`src/rtl/seg7_pkg.sv`:
```
// Shared definitions for the 7-segment display path: the hex glyph table used by
// both the display decoder and the reader, plus the reader's FSM state type.
package seg7_pkg;

  // Segment order is g f e d c b a (bit6..bit0), active high.
  localparam logic [6:0] SEG_HEX [0:15] = '{
    7'h3F, 7'h06, 7'h5B, 7'h4F, 7'h66, 7'h6D, 7'h7D, 7'h07,
    7'h7F, 7'h6F, 7'h77, 7'h7C, 7'h39, 7'h5E, 7'h79, 7'h71
  };

  typedef enum logic [1:0] {
    IDLE,
    COUNT,
    HOLD
  } state_e;

endpackage

```
`src/rtl/seg7_to_hex.sv`:
```
// Combinational reverse lookup of a segment pattern into a hex nibble; hit is low
// for any pattern that is not one of the 16 glyphs.
module seg7_to_hex
  import seg7_pkg::*;
(
  input  logic [6:0] seg,
  output logic [3:0] nib,
  output logic       hit
);

  always_comb begin
    nib = '0;
    hit = 1'b0;
    for (int i = 0; i < 16; i++) begin
      if (seg == SEG_HEX[i]) begin
        nib = 4'(i);
        hit = 1'b1;
      end
    end
  end

endmodule

```
`src/rtl/seg7_reader.sv`:
```
// Receiver for a multiplexed 7-segment bus: filters each digit pattern for stability,
// decodes it, and assembles complete multi-digit frames.
module seg7_reader
  import seg7_pkg::*;
#(
  parameter int DIGITS     = 4,
  parameter int STABLE_CYC = 3
) (
  input  logic                  clk,
  input  logic                  rst_n,
  input  logic [6:0]            seg,
  input  logic [DIGITS-1:0]     dig_sel,
  output logic [4*DIGITS-1:0]   value,
  output logic [DIGITS-1:0]     digit_ok,
  output logic                  frame_valid,
  output logic                  err
);

  localparam int CW = $clog2(STABLE_CYC);
  localparam int IW = (DIGITS > 1) ? $clog2(DIGITS) : 1;
  localparam logic [CW-1:0] CNT_LAST = CW'(STABLE_CYC - 1);
  localparam logic [CW-1:0] CNT_PRE  = CW'(STABLE_CYC - 2);

  logic [6:0]          s_seg_q;
  logic [DIGITS-1:0]   s_sel_q;
  state_e              state_q, state_d;
  logic [CW-1:0]       cnt_q, cnt_d;
  logic [4*DIGITS-1:0] shadow_q, shadow_d;
  logic [4*DIGITS-1:0] value_q, value_d;
  logic [DIGITS-1:0]   ok_q, ok_d;
  logic                fv_q, fv_d;
  logic                err_q, err_d;

  logic                changed;
  logic                inOneHot;
  logic [IW-1:0]       selIdx;
  logic [3:0]          nib;
  logic                hit;
  logic                capture;
  logic [DIGITS-1:0]   okNext;

  seg7_to_hex u_dec (
    .seg (s_seg_q),
    .nib (nib),
    .hit (hit)
  );

  // A change is seen as the new pattern is being registered, so the counter restarts
  // on the same edge that loads the input stage.
  assign changed  = (seg != s_seg_q) || (dig_sel != s_sel_q);
  assign inOneHot = (dig_sel != '0) && ((dig_sel & (dig_sel - 1'b1)) == '0);

  always_comb begin
    selIdx = '0;
    for (int i = 0; i < DIGITS; i++) begin
      if (s_sel_q[i]) selIdx = IW'(i);
    end
  end

  always_ff @(posedge clk or negedge rst_n) begin
    if (!rst_n) begin
      s_seg_q  <= '0;
      s_sel_q  <= '0;
      state_q  <= IDLE;
      cnt_q    <= '0;
      shadow_q <= '0;
      value_q  <= '0;
      ok_q     <= '0;
      fv_q     <= 1'b0;
      err_q    <= 1'b0;
    end else begin
      s_seg_q  <= seg;
      s_sel_q  <= dig_sel;
      state_q  <= state_d;
      cnt_q    <= cnt_d;
      shadow_q <= shadow_d;
      value_q  <= value_d;
      ok_q     <= ok_d;
      fv_q     <= fv_d;
      err_q    <= err_d;
    end
  end

  always_comb begin
    state_d  = state_q;
    cnt_d    = cnt_q;
    shadow_d = shadow_q;
    value_d  = value_q;
    ok_d     = ok_q;
    fv_d     = 1'b0;
    err_d    = 1'b0;
    capture  = 1'b0;
    okNext   = '0;

    if (changed) begin
      cnt_d   = '0;
      state_d = inOneHot ? COUNT : IDLE;
    end else begin
      case (state_q)
        IDLE:  cnt_d = '0;
        COUNT: begin
          if (cnt_q == CNT_PRE) begin
            cnt_d   = CNT_LAST;
            state_d = HOLD;
            capture = 1'b1;
          end else begin
            cnt_d = cnt_q + 1'b1;
          end
        end
        HOLD:    cnt_d = cnt_q;
        default: state_d = IDLE;
      endcase
    end

    // Frame load reads shadow_d so the digit captured on this edge is bypassed in.
    if (capture) begin
      if (hit) begin
        shadow_d[selIdx*4 +: 4] = nib;
        okNext = ok_q | (DIGITS'(1) << selIdx);
        if (&okNext) begin
          value_d = shadow_d;
          fv_d    = 1'b1;
          ok_d    = '0;
        end else begin
          ok_d = okNext;
        end
      end else begin
        err_d        = 1'b1;
        ok_d[selIdx] = 1'b0;
      end
    end
  end

  assign value       = value_q;
  assign digit_ok    = ok_q;
  assign frame_valid = fv_q;
  assign err         = err_q;

endmodule
```
`config.mk`:
```
export PLATFORM = sky130hd
export DESIGN_NAME = seg7_reader
export DESIGN_NICKNAME = d
export VERILOG_FILES = /design/src/rtl/seg7_pkg.sv /design/src/rtl/seg7_to_hex.sv /design/src/rtl/seg7_reader.sv
export SDC_FILE = /design/constraint.sdc
export NUM_CORES = 1
export LEC_CHECK = 0
export ABC_CLOCK_PERIOD_IN_PS = 3240
export CAP_MARGIN = 5
export CORE_MARGIN = 2
export CORE_UTILIZATION = 35
export DETAILED_ROUTE_END_ITERATION = 6
export GPL_TIMING_DRIVEN = 0
export PLACE_DENSITY_LB_ADDON = 0.3
export SYNTH_ARGS = -nofsm -noshare
export SYNTH_HDL_FRONTEND = slang
export SYNTH_SLANG_ARGS = --single-unit
```
`constraint.sdc`:
```
create_clock -name clk -period 3.24 [get_ports clk]
set_input_delay 0.648 -clock clk [delete_from_list [all_inputs] [get_ports clk]]
set_output_delay 0.648 -clock clk [all_outputs]
set_load 0.05 [all_outputs]
```
* After elaboration in Yosys (flattened, before gate mapping) *
Cells that the tools add are included.
W data, S select, Z words.

storage, ports and cells
  output and inout port bits = 22
  register bits = 53
  input bits = 13
  logic and storage cells = 110

operators by class
  multiplexer cells = 54
  shifts and indexed selects = 3
  add/subtract/negate cells = 3
  reductions and logical operators = 12
  magnitude comparators = 2
  bitwise logic cells = 4
  eq/ne operators = 23

operators by type and width
  kind                       number
  $eq A7 B7 Y1 const B       12
  $mux W4                    10
  $neg A4 Y34                1
  $shift A4 B34 Y16 const A  1
  $shiftx A4 B34 Y16         1
  $mux W1                    28
  $bwmux W16                 1
  $mux W2                    8
  $eq A7 B3 Y1 const B       2
  $eq A7 B6 Y1 const B       2
  $mux W3                    4
  $and A4 B4 Y4              2
  $pmux W2 S2                2
  $ne A7 B7 Y1               1
  $reduce_and A6 Y1          1
  $eq A2 B1 Y1 const B       2
  $logic_not A4 Y1           1
  $ne A4 B4 Y1               1
  $not A4 Y4                 1
  $or A4 B4 Y4               1
  $reduce_and A2 Y1          2
  $reduce_and A4 Y1          1
  $reduce_bool A4 Y1         1
  $shl A1 B2 Y4 const A      1
  other kinds (13)           14

* Longest topological paths before layout *
  depth in word-level cells = 19
  mapped depth = 9
  gate-level depth less buffers = 8

* Hierarchy *
From an unflattened synthesis, not the netlist that was laid out.

unflattened totals
  cells, all modules = 289
  area, all modules = 2850.2 um^2

modules (own cells, without submodules)
  module       instances  cells an instance  sequential area each (um^2)  area each (um^2)
  seg7_reader  1          236                1326.3                       2489.9
  seg7_to_hex  1          53                 0.0                          360.3

* Worst setup path after synthesis *
No wires, ideal clock.

  kind = register -> register
  start point = reg s_sel_q[2]
  end point = reg value_q[0], in the netlist value[0]
  slack = 0.925 ns
  period minus slack after synthesis = 2.315 ns
  arrival time = 2.190 ns
  data required time = 3.115 ns
  stages on the path, launching flop included = 8
  cell sequence = dfrtp_1 -> inv_1 -> a21oi_1 -> ha_1 -> o22ai_1 -> a2111oi_4 -> buf_6 -> mux2_4

on the way
  longest elaborated chain between the ends = 5
  elaborated cells on any way between the ends = 12

ends and longest elaborated chain
  item                                                    line                                    RTL
  start, declared                                         seg7_reader.sv:25                       logic [DIGITS-1:0] s_sel_q;
  start signal, assigned                                  seg7_reader.sv:73                       s_sel_q <= dig_sel;
  $mux W2 (2 in series)                                   seg7_reader.sv:56                       if (s_sel_q[i]) selIdx = IW'(i);
  $neg A4 Y34 / $shl A1 B2 Y4 (equally long branches)     seg7_reader.sv:118, seg7_reader.sv:119
  $shiftx A4 B34 Y16 (tied with other cells)              seg7_reader.sv:118                      shadow_d[selIdx*4 +: 4] = nib;
  $bwmux W16 / $reduce_and A6 Y1 (equally long branches)  --
  end signal, assigned                                    seg7_reader.sv:77                       value_q <= value_d;
  end, declared                                           seg7_reader.sv:29                       logic [4*DIGITS-1:0] value_q, value_d;

Parallel ways exist; a longest one is shown, timed or not.
A chain may end at the register's enable or synchronous reset.

* Worst setup path in the final report *
  start point = reg s_sel_q[2]
  end point = reg value_q[8], in the netlist value[8]

The elaborated chain is that of the path after synthesis.

==> run summary <==
Setup Crit Path Kind - flip-flop to flip-flop
Comb power frac - 13.5%
CTS Sinks - 53
Yosys warning total - 0
Clock Path Buffers - 2
MaxCap Viol Count - 0
critical-path cell list - inv_1 > a21oi_1 > ha_1 > o22ai_1 > a2111oi_4 > buf_6 > mux2_4
Leak - 0.001580 uW
Yosys reg bits - 53
Slew HR - 38.31%
endpoints failing setup - 0
WP data required - 3.45 ns
H-Tree Depth - 2
setup slack after layout - 0.5606 ns
final hold vios - 0
clk slew on worst S/H paths - 0.10 ns
Antenna Nets Post-Route - 0
Detail Placement HPWL - 4.915 mm
Worst IR Drop VDD - 0.0001936 V
most common cell after layout, fill and taps aside - dfrtp_1
routability cong. - 0.8545
commonest non-fill, non-tap cells in the layout - dfrtp_1 (53), clkdlybuf4s50_1 (33), inv_1 (28), o22ai_1 (18), xor2_1 (13)
Syn Inst Count - 284
n_diodes - 0
Routed WL per cell - 15.68 microns
Netlist cell types - 51
Post-Syn Nets - 306
Via Count - 2316
crit path from - s_sel_q[2]
Post-CTS Setup Inserts - 0
Root Buffer - clkbuf_8
syn_area_per_cell - 10.76 sq um
gr ovfl total - 0
CP endpoint kind - flip-flop
row cnt - 34
startpoint types - flip-flop
outcome - finished, final reports clean
clock share of power - 32.1%
worst-margin pin slew - 0.9133 ns
filler instances - 832
Worst EP arrival - 2.89 ns
Port Buffers - 34
WL final - 6.821 mm
layout cell share with drive strength beyond 1 - 14.98%
Switching Share - 27.88%
skew final - 0.009118 ns
initial core utilization - 35.56%
fin. max-slew vios - 0
Tmin final - 2.679 ns
Seq/Total Area, Yosys - 43.41%
pin count of the biggest net entering global routing - 41
Fmax - 373.2 MHz
buffer and inverter count on the worst path - 2
Sw Pwr - 345.3 uW
post-route insts no fill - 435
Placed Cells - 427
Synth Cell Area - 3055 sq um
via-per-instance ratio - 5.324
Hold-fix buffers, CTS - 0
RR Startpoint - s_sel_q[2]
Area Growth Syn to Fin - 19.12%
period utilization - 82.70%
Core ar. - 8593 sq um
total power draw - 1239 uW
Post-synth EDFFs - 0
sequential share of power - 54.4%
Hold/Removal Path Class - input port to async pin
Pwr Density - 340.3 nW/um^2
total CTS buffers - 5
Async S/R FF share, synth - 100.0%
io pins - 35
DP Worst Slack - 0.2981 ns
Crit-path slowest cell - a21oi_1
CP peak stage delay - 0.59 ns
DIE AREA - 9494 sq um
clk_lat worst skew - 0.32 ns
DR iter-0 viols - 106
vias in the first global route - 2371
global-route wire length before repair - 11.43 mm
delay-heaviest family, CP - compound AO/OA/AOI/OAI gates
Die H - 97.44 microns
Cell Int Power - 893.4 uW
initial antenna violation count - 0
worst-path maximum fanout - 10
RSZ-0062 raised after global routing - false
CTS tree - yes
nets - 348
Total GRT Usage - 14.61%
Hold WS - 0.2257 ns
Resized cells post-CTS - 0
die span in x - 97.44 microns
Post-synth top flop - dfrtp_1
drt pass-1 iters - 4
drt drc - 0
[path summary, 6_finish.rpt]
kind                                  to  slack, ns  cells past startpoint
worst max-delay path            value[8]       0.56                      7
worst min-delay path            cnt_q[1]       0.23                      1
worst max register to register  value[8]       0.56                      7
worst min register to register  value[9]       0.50                      1
max in group asynchronous       value[9]       2.50                      2
min in group clk                value[9]       0.50                      1
[cell type report]
class | count | area (sq um) | share of cell area [%]
inverters | 28 | 105.1 | 2.888
clock buffers | 5 | 68.82 | 1.891
clock inverters | 3 | 25.02 | 0.6875
repair buffers | 35 | 355.3 | 9.763
well taps | 108 | 135.1 | 3.713
flip-flops and latches | 53 | 1326 | 36.44
plain buffers | 18 | 135.1 | 3.713
multi-input cells | 185 | 1489 | 40.91
[routing by layer]
metal,part of all wire [%],global-route usage [%],routed length [microns]
met1,46,19.16,3165
met2,49,25.20,3374
met3,2.8,2.302,189
met4,1.3,3.846,91
met5,0,0,0
[cells in the mapped netlist, types with 2 or more instances]
master / instances / area share [%]
a22o_1: 11 / 3.2
o31ai_1: 2 / 0.49
nor4_4: 2 / 1.4
nor3_1: 4 / 0.66
o211ai_1: 3 / 0.74
a211oi_1: 4 / 0.98
nor3b_2: 3 / 1.2
mux2_1: 5 / 1.8
nand3_1: 11 / 1.8
buf_6: 6 / 2.2
inv_1: 28 / 3.4
and2_1: 2 / 0.41
dfrtp_1: 53 / 43
a22oi_1: 2 / 0.49
a21oi_1: 9 / 1.5
o22ai_1: 18 / 3.7
buf_4: 3 / 0.74
nor2_1: 9 / 1.1
nand2_1: 6 / 0.74
and3_1: 5 / 1.0
nor2b_1: 3 / 0.61
nor3b_1: 6 / 1.5
buf_2: 9 / 1.5
o2111ai_1: 4 / 1.1
xor2_1: 13 / 3.7
nand2b_1: 3 / 0.61
xnor2_1: 2 / 0.57
or2_2: 2 / 0.41
o21ai_0: 6 / 0.98
mux2_4: 10 / 4.9
nand4_1: 9 / 1.8
ha_1: 9 / 3.7
and3b_1: 4 / 1.1
[cell families after synthesis]
| family | share of synthesized area [%] |
|---|---|
| and+or+nand+nor | 17.20 |
| AOI/OAI and AO/OA | 16.46 |
| DFF | 43.41 |
| buffers and inverters | 7.862 |
| muxes | 7.084 |
| xor gates and xnor gates | 4.300 |
| adders and majority gates | 3.686 |
[power groups by stage]
stage	logic (uW)	registers (uW)	clock network, uW
6_report	167	674	397
5_1_grt	184	675	433
4_1_cts	168	674	406
3_5_place_dp	167	687	0
3_3_place_gp	164	687	0
2_1_floorplan	108	687	0
[registers in the layout, summed over array words and instances, names as in the netlist]
register,flops
cnt_q,2
digit_ok,4
err,1
frame_valid,1
s_seg_q,7
s_sel_q,4
shadow_q,16
state_q,2
value,16
[through the flow]
step                cell area [sq um]  utilization (%)  TNS (ns)
global placement                 3531            41.09    -6.972
CTS                              3640            42.36         0
global route                     3640            42.36         0
detailed placement               3546            41.26         0
finish                           3640            42.36         0
floorplan                        3055                -         0
Power figures use the tool's default switching activity.
